$ cat src/rtl/hit_judge_scorer.sv
// hit_judge_scorer
//   Sits after the per-lane note shifters. Once per game step it judges the
//   player's key presses against the notes at the strike line. It keeps a
//   saturating combo count, a combo multiplier and a 4-digit BCD score that
//   can drive HEX decoders directly.
//
// Ports
//   clock       in   system clock
//   reset_n     in   asynchronous active-low reset
//   tick        in   one-cycle strobe marking the end of a game step
//   note_lanes  in   [LANES] note present at the strike line, per lane
//   key_n       in   [LANES] raw active-low keys, asynchronous to clock
//   score_bcd   out  [15:0] 4 BCD digits, [3:0] = ones ... [15:12] = thousands
//   combo       out  [7:0]  consecutive-hit count, saturates at 255
//   mult        out  [2:0]  current multiplier, 1..MAX_MULT
//   hit_pulse   out  one-cycle pulse when a step is judged HIT
//   miss_pulse  out  one-cycle pulse when a step is judged MISS
//   fsm_state   out  [1:0] current FSM state (0 COLLECT, 1 JUDGE, 2 ADD)
//
// Step protocol: tick closes the current press window. The window is taken
// in COLLECT and judged in the following JUDGE cycle. A HIT then spends
// `mult` ADD cycles incrementing the score by one BCD count per cycle. A tick
// that arrives while JUDGE/ADD is busy is held as a single pending step. That
// step closes on the first COLLECT cycle, and any further ticks are dropped.
module hit_judge_scorer #(
  parameter int LANES      = 4,
  parameter int COMBO_STEP = 4,
  parameter int MAX_MULT   = 4
) (
  input  logic             clock,
  input  logic             reset_n,
  input  logic             tick,
  input  logic [LANES-1:0] note_lanes,
  input  logic [LANES-1:0] key_n,
  output logic [15:0]      score_bcd,
  output logic [7:0]       combo,
  output logic [2:0]       mult,
  output logic             hit_pulse,
  output logic             miss_pulse,
  output logic [1:0]       fsm_state
);

  typedef enum logic [1:0] {
    ST_COLLECT = 2'd0,
    ST_JUDGE   = 2'd1,
    ST_ADD     = 2'd2
  } state_t;

  state_t state, state_next;

  // Key synchroniser plus one extra stage for edge detection. All stages
  // reset to 1 so that a released key does not look like a press.
  logic [LANES-1:0] key_s1, key_s2, key_s3;
  logic [LANES-1:0] press;

  logic [LANES-1:0] pressed;
  logic [LANES-1:0] snap_notes;
  logic [LANES-1:0] snap_pressed;
  logic             pending;
  logic [2:0]       add_cnt;

  logic             take;
  logic [LANES-1:0] missed;
  logic [LANES-1:0] wrong;
  logic             step_hit;
  logic             step_miss;
  logic [7:0]       combo_inc;
  int               mult_int;
  logic [2:0]       mult_next;

  assign fsm_state = state;

  // Adds one to a 4-digit BCD value. The caller guards the 9999 case.
  function automatic logic [15:0] bcd_inc(input logic [15:0] v);
    logic [15:0] r;
    logic        carry;
    r     = v;
    carry = 1'b1;
    for (int d = 0; d < 4; d++) begin
      if (carry) begin
        if (r[d*4 +: 4] == 4'd9) begin
          r[d*4 +: 4] = 4'd0;
        end else begin
          r[d*4 +: 4] = r[d*4 +: 4] + 4'd1;
          carry       = 1'b0;
        end
      end
    end
    return r;
  endfunction

  // ---------------------------------------------------------------- decode
  always_comb begin
    press     = key_s3 & ~key_s2;
    take      = (state == ST_COLLECT) && (tick || pending);
    missed    = snap_notes & ~snap_pressed;
    wrong     = ~snap_notes & snap_pressed;
    step_miss = (missed != '0) || (wrong != '0);
    step_hit  = (snap_notes != '0) && !step_miss;
    combo_inc = (combo == 8'hFF) ? 8'hFF : combo + 8'd1;
    mult_int  = 1 + int'(combo_inc) / COMBO_STEP;
    if (mult_int > MAX_MULT) begin
      mult_int = MAX_MULT;
    end
    mult_next = 3'(mult_int);
  end

  // ------------------------------------------------------------ next state
  always_comb begin
    state_next = state;
    case (state)
      ST_COLLECT: if (take) state_next = ST_JUDGE;
      ST_JUDGE:   state_next = step_hit ? ST_ADD : ST_COLLECT;
      ST_ADD:     if (add_cnt <= 3'd1) state_next = ST_COLLECT;
      default:    state_next = ST_COLLECT;
    endcase
  end

  always_ff @(posedge clock or negedge reset_n) begin
    if (!reset_n) begin
      state <= ST_COLLECT;
    end else begin
      state <= state_next;
    end
  end

  // ------------------------------------------------------------ key inputs
  always_ff @(posedge clock or negedge reset_n) begin
    if (!reset_n) begin
      key_s1 <= '1;
      key_s2 <= '1;
      key_s3 <= '1;
    end else begin
      key_s1 <= key_n;
      key_s2 <= key_s1;
      key_s3 <= key_s2;
    end
  end

  // ---------------------------------------------- press window and pending
  // A press seen in the tick cycle still belongs to the closing window.
  // Presses seen while busy collect into the next window.
  always_ff @(posedge clock or negedge reset_n) begin
    if (!reset_n) begin
      pressed      <= '0;
      snap_notes   <= '0;
      snap_pressed <= '0;
      pending      <= 1'b0;
    end else if (take) begin
      snap_notes   <= note_lanes;
      snap_pressed <= pressed | press;
      pressed      <= '0;
      pending      <= 1'b0;
    end else begin
      pressed <= pressed | press;
      if (tick && (state != ST_COLLECT)) begin
        pending <= 1'b1;
      end
    end
  end

  // ------------------------------------------------------- scoring datapath
  always_ff @(posedge clock or negedge reset_n) begin
    if (!reset_n) begin
      score_bcd  <= 16'h0000;
      combo      <= 8'd0;
      mult       <= 3'd1;
      hit_pulse  <= 1'b0;
      miss_pulse <= 1'b0;
      add_cnt    <= 3'd0;
    end else begin
      hit_pulse  <= 1'b0;
      miss_pulse <= 1'b0;
      case (state)
        ST_JUDGE: begin
          if (step_hit) begin
            combo     <= combo_inc;
            mult      <= mult_next;
            hit_pulse <= 1'b1;
            add_cnt   <= mult_next;
          end else if (step_miss) begin
            combo      <= 8'd0;
            mult       <= 3'd1;
            miss_pulse <= 1'b1;
          end
        end
        ST_ADD: begin
          // The score saturates at 9999, but the ADD cycles still run out.
          if (score_bcd != 16'h9999) begin
            score_bcd <= bcd_inc(score_bcd);
          end
          add_cnt <= add_cnt - 3'd1;
        end
        default: ;
      endcase
    end
  end

endmodule

$ cat config.mk
export PLATFORM = sky130hd
export DESIGN_NAME = hit_judge_scorer
export DESIGN_NICKNAME = d
export VERILOG_FILES = /design/src/rtl/hit_judge_scorer.sv
export SDC_FILE = /design/constraint.sdc
export NUM_CORES = 1
export LEC_CHECK = 0
export BUFFER_PORTS_ARGS = -buffer_cell sky130_fd_sc_hd__clkbuf_2
export CAP_MARGIN = 10
export CELL_PAD_IN_SITES_DETAIL_PLACEMENT = 1
export CELL_PAD_IN_SITES_GLOBAL_PLACEMENT = 2
export CORE_UTILIZATION = 36
export CTS_CLUSTER_DIAMETER = 100
export CTS_CLUSTER_SIZE = 10
export DETAILED_ROUTE_END_ITERATION = 12
export GPL_ROUTABILITY_DRIVEN = 0
export PLACE_DENSITY_LB_ADDON = 0.1
export SYNTH_ARGS = -nofsm -noshare
export SYNTH_HDL_FRONTEND = slang
export SYNTH_SLANG_ARGS = --single-unit
$ cat constraint.sdc
create_clock -name clock -period 3.05 [get_ports clock]
set_clock_uncertainty 0.1 [all_clocks]
set_input_delay 0.7625 -clock clock [delete_from_list [all_inputs] [get_ports clock]]
set_output_delay 0.7625 -clock clock [all_outputs]
set_load 0.1 [all_outputs]
==> results.toml <==
[logic_synthesis]
synth_enable_flop_cells = 0
ys_dominant_reg_cell = "sky130_fd_sc_hd__dfrtp_1"
ys_ff_latch = 59
yosysUniqueCellTypes = 50
synthCells = 258
most_area_hungry_cell_type_in_the_yosys_netlist = "sky130_fd_sc_hd__dfrtp_1"
syn-mean-instance-area_um2 = 10.70
syn_area_mm2 = 0.002760
synthDominantCellAreaShare_pct = 41.70
ys.warnings.count = 0
synth_fp_nets = 274
yosysSeqAreaShare_pct = 54.08
synth_async_sr_flop_share_pct = 100.0
synth_area_leaders = "sky130_fd_sc_hd__dfrtp_1, sky130_fd_sc_hd__dfstp_2, sky130_fd_sc_hd__a21oi_1"

[critical_path]
critPathRequiredTime_ps = 3220
critical_path.endpoint_type = "flop"
path_delay_family = "simple AND/OR/NAND/NOR gates"
timing.setup.critical_path_class = "flop to flop"
arrival_time_of_the_worst_setup_path_ps = 3020
slowest_cell_on_the_critical_path = "sky130_fd_sc_hd__dfrtp_2"
timing.critical_path.buf_inv = 0
crit_path_cell_trace = "ha_1 -> and4_4 -> nor2b_4 -> or3_4 -> ha_1 -> or2_2 -> a21oi_1 -> nor2_1 -> a31oi_1 -> a21o_1"
critPathMostFrequentCell = "sky130_fd_sc_hd__ha_1"
start_kind = "flop"
critical_path_peak_fanout = 8
max_stage_delay_ps = 440

[floorplanning]
floorplan.die.height_um = 89.56
design.portCount = 42
design.die.area_mm2 = 0.008021
start_util_pct = 37.65
core_area_mm2 = 0.007331
die_w_um = 89.56
rows = 31

[drt]
routed_vias = 2029
average_routed_wire_per_standard_cell_um = 14.84
detailedRoute.firstPassIterationCount = 4
drtIter0Drc = 33
postRouteAntennaNets = 0
detail_route.vias_per_cell = 4.913
finalWirelength_um = 6130
route.detailed.drc = 0

[timing]
grt_setup_unrepaired = "false"
hold_viol_final = 0
post-route-min-period_ps = 2849
drv_slew = 0
tightest_slew_ps = 620.8
max_freq_mhz = 351.0
min_period_over_period_pct = 93.40
slew_headroom_pct = 58.61
setup_viol = 0
fin_tns_setup_ps = 0

[pwr]
ir_drop_uv = 457.3
netSwitchingPower_w = 0.001037
cellPowerDensity_mw_per_mm2 = 800.1
power.share.sequential_pct = 40.7
power.combinational.fraction_pct = 31.7
clock_power_share_pct = 27.6
p_leak_nw = 1.589
power.internal_w = 0.001598
p_sw_share_pct = 39.34

[layout]
design_area_mm2 = 0.003293
antenna-diode-count = 0
area_used_by_sequential_logic_in_the_layout_mm2 = 0.001495
postLayoutCoreUtil_pct = 44.92
nFillCells = 822
final_layout_size_suffix_gt1_share_pct = 30.89
area_growth_pct = 19.31
most_common_library_cell_in_the_layout_ignoring_fill_and_taps = "sky130_fd_sc_hd__dfrtp_1"
mostFrequentLayoutCells = "sky130_fd_sc_hd__dfrtp_1, sky130_fd_sc_hd__clkbuf_2, sky130_fd_sc_hd__nor2_1, sky130_fd_sc_hd__nand2_1, sky130_fd_sc_hd__a21oi_1"
multiInputGateArea_mm2 = 0.001169
finish.net_count = 325

[place]
dpl_cell_area_mm2 = 0.003088
dp_hpwl_um = 4381
io_buffer_count = 41

[global_routing]
globalRouteTotalUtil_pct = 17.25
grt_overflow = 0
initial_antenna_violation_count = 0
grt_first_pass_wirelength_um = 10090
first_global_vias = 2033
grt_start_max_net_pins = 38

[clock_tree]
clk_latency_ps = 340
cts_root_buffer = "sky130_fd_sc_hd__clkbuf_8"
cts_inserted_buffers = 9
postcts_resize_cnt = 0
tritoncts = "built"
holdBufCountCts = 0
cts.path.max_buffers = 2
cts-htree-levels = 3
worst_setup_hold_path_clk_slew_ps = 70
cts_setup_buffers = 0
tritoncts_num_sinks = 59

[flow_run]
cap_violations = 0

[hold_path]
hold_path.class = "flop to flop"

[run_status]
status = "finished clean"
-- final timing paths --
kind | from | to | slack (ps) | cells after the start
setup / recovery | combo[0] | add_cnt[2] | 200 | 10
hold / removal | key_s1[2] | key_s2[2] | 260 | 0
setup reg to reg | combo[0] | add_cnt[2] | 200 | 10
hold reg to reg | key_s1[2] | key_s2[2] | 260 | 0
max in group asynchronous | reset_n | mult[0] | 1840 | 2
min in group asynchronous | reset_n | combo[4] | 330 | 1
-- routing by layer --
layer | wire (µm) | GRT usage [%] | vias to the layer above
li1 | - | - | 1004
met1 | 3031 | 23.28 | 988
met2 | 2802 | 25.62 | 32
met3 | 236 | 6.002 | 5
met4 | 61 | 6.205 | 0
met5 | 0 | 0 | -
-- kinds of logic after synthesis --
| kind of cell | synth area share [%] |
|---|---|
| xor gates and xnor gates | 5.077 |
| buffers and inverters | 3.581 |
| muxes | 3.219 |
| AOI/OAI and AO/OA | 12.96 |
| DFF | 54.08 |
| adders and majority gates | 2.267 |
| and+or+nand+nor | 18.81 |
-- cells in the mapped netlist (7+ instances only) --
cell type                 number
sky130_fd_sc_hd__a21o_1        7
sky130_fd_sc_hd__nor2_1       25
sky130_fd_sc_hd__nand2_1      25
sky130_fd_sc_hd__a21oi_1      20
sky130_fd_sc_hd__nand3_1       7
sky130_fd_sc_hd__dfstp_2      13
sky130_fd_sc_hd__mux2_2        7
sky130_fd_sc_hd__o21ai_0      12
sky130_fd_sc_hd__xor2_1        8
sky130_fd_sc_hd__dfrtp_1      46
sky130_fd_sc_hd__xnor2_1       8
sky130_fd_sc_hd__inv_1         9
sky130_fd_sc_hd__nor2b_1       8
-- cell type report --
cell class / count / area share [%]
Inverter: 10 / 1.140
Tap cell: 99 / 3.761
Clock buffer: 12 / 4.711
Sequential cell: 59 / 45.40
Clock inverter: 4 / 1.520
Timing Repair Buffer: 47 / 7.979
Multi-Input combinational cell: 182 / 35.49
-- flip-flops by register name, indices dropped and copies added, names as in the netlist --
register / count
score_bcd: 16
fsm_state: 2
combo: 8
snap_notes: 4
key_s3: 4
key_s1: 4
miss_pulse: 1
add_cnt: 3
pending: 1
pressed: 4
hit_pulse: 1
snap_pressed: 4
mult: 3
key_s2: 4
-- power groups by stage --
| stage | registers, W | clock network [W] | logic, W |
|---|---|---|---|
| floorplan | 0.00134 | 0 | 0.000392 |
| global placement | 0.00108 | 0 | 0.000830 |
| detailed placement | 0.00109 | 0 | 0.000848 |
| CTS | 0.00107 | 0.000758 | 0.000854 |
| global route | 0.00110 | 0.000790 | 0.000909 |
| finish | 0.00107 | 0.000728 | 0.000835 |
-- stage by stage --
stage | hold WS, ps | instances | total power, W | worst slack, ps
6_report | 256.5 | 413 | 0.002635 | 201.3
5_1_grt | 260.3 | 413 | 0.002795 | 37.16
4_1_cts | 258.2 | 413 | 0.002686 | 202.7
3_5_place_dp | 247.5 | 397 | 0.001934 | 229.5
3_3_place_gp | 246.7 | 397 | 0.001912 | 308.2
2_1_floorplan | 245.2 | 258 | 0.001731 | 10.17
(Power assumes the default switching activity.)
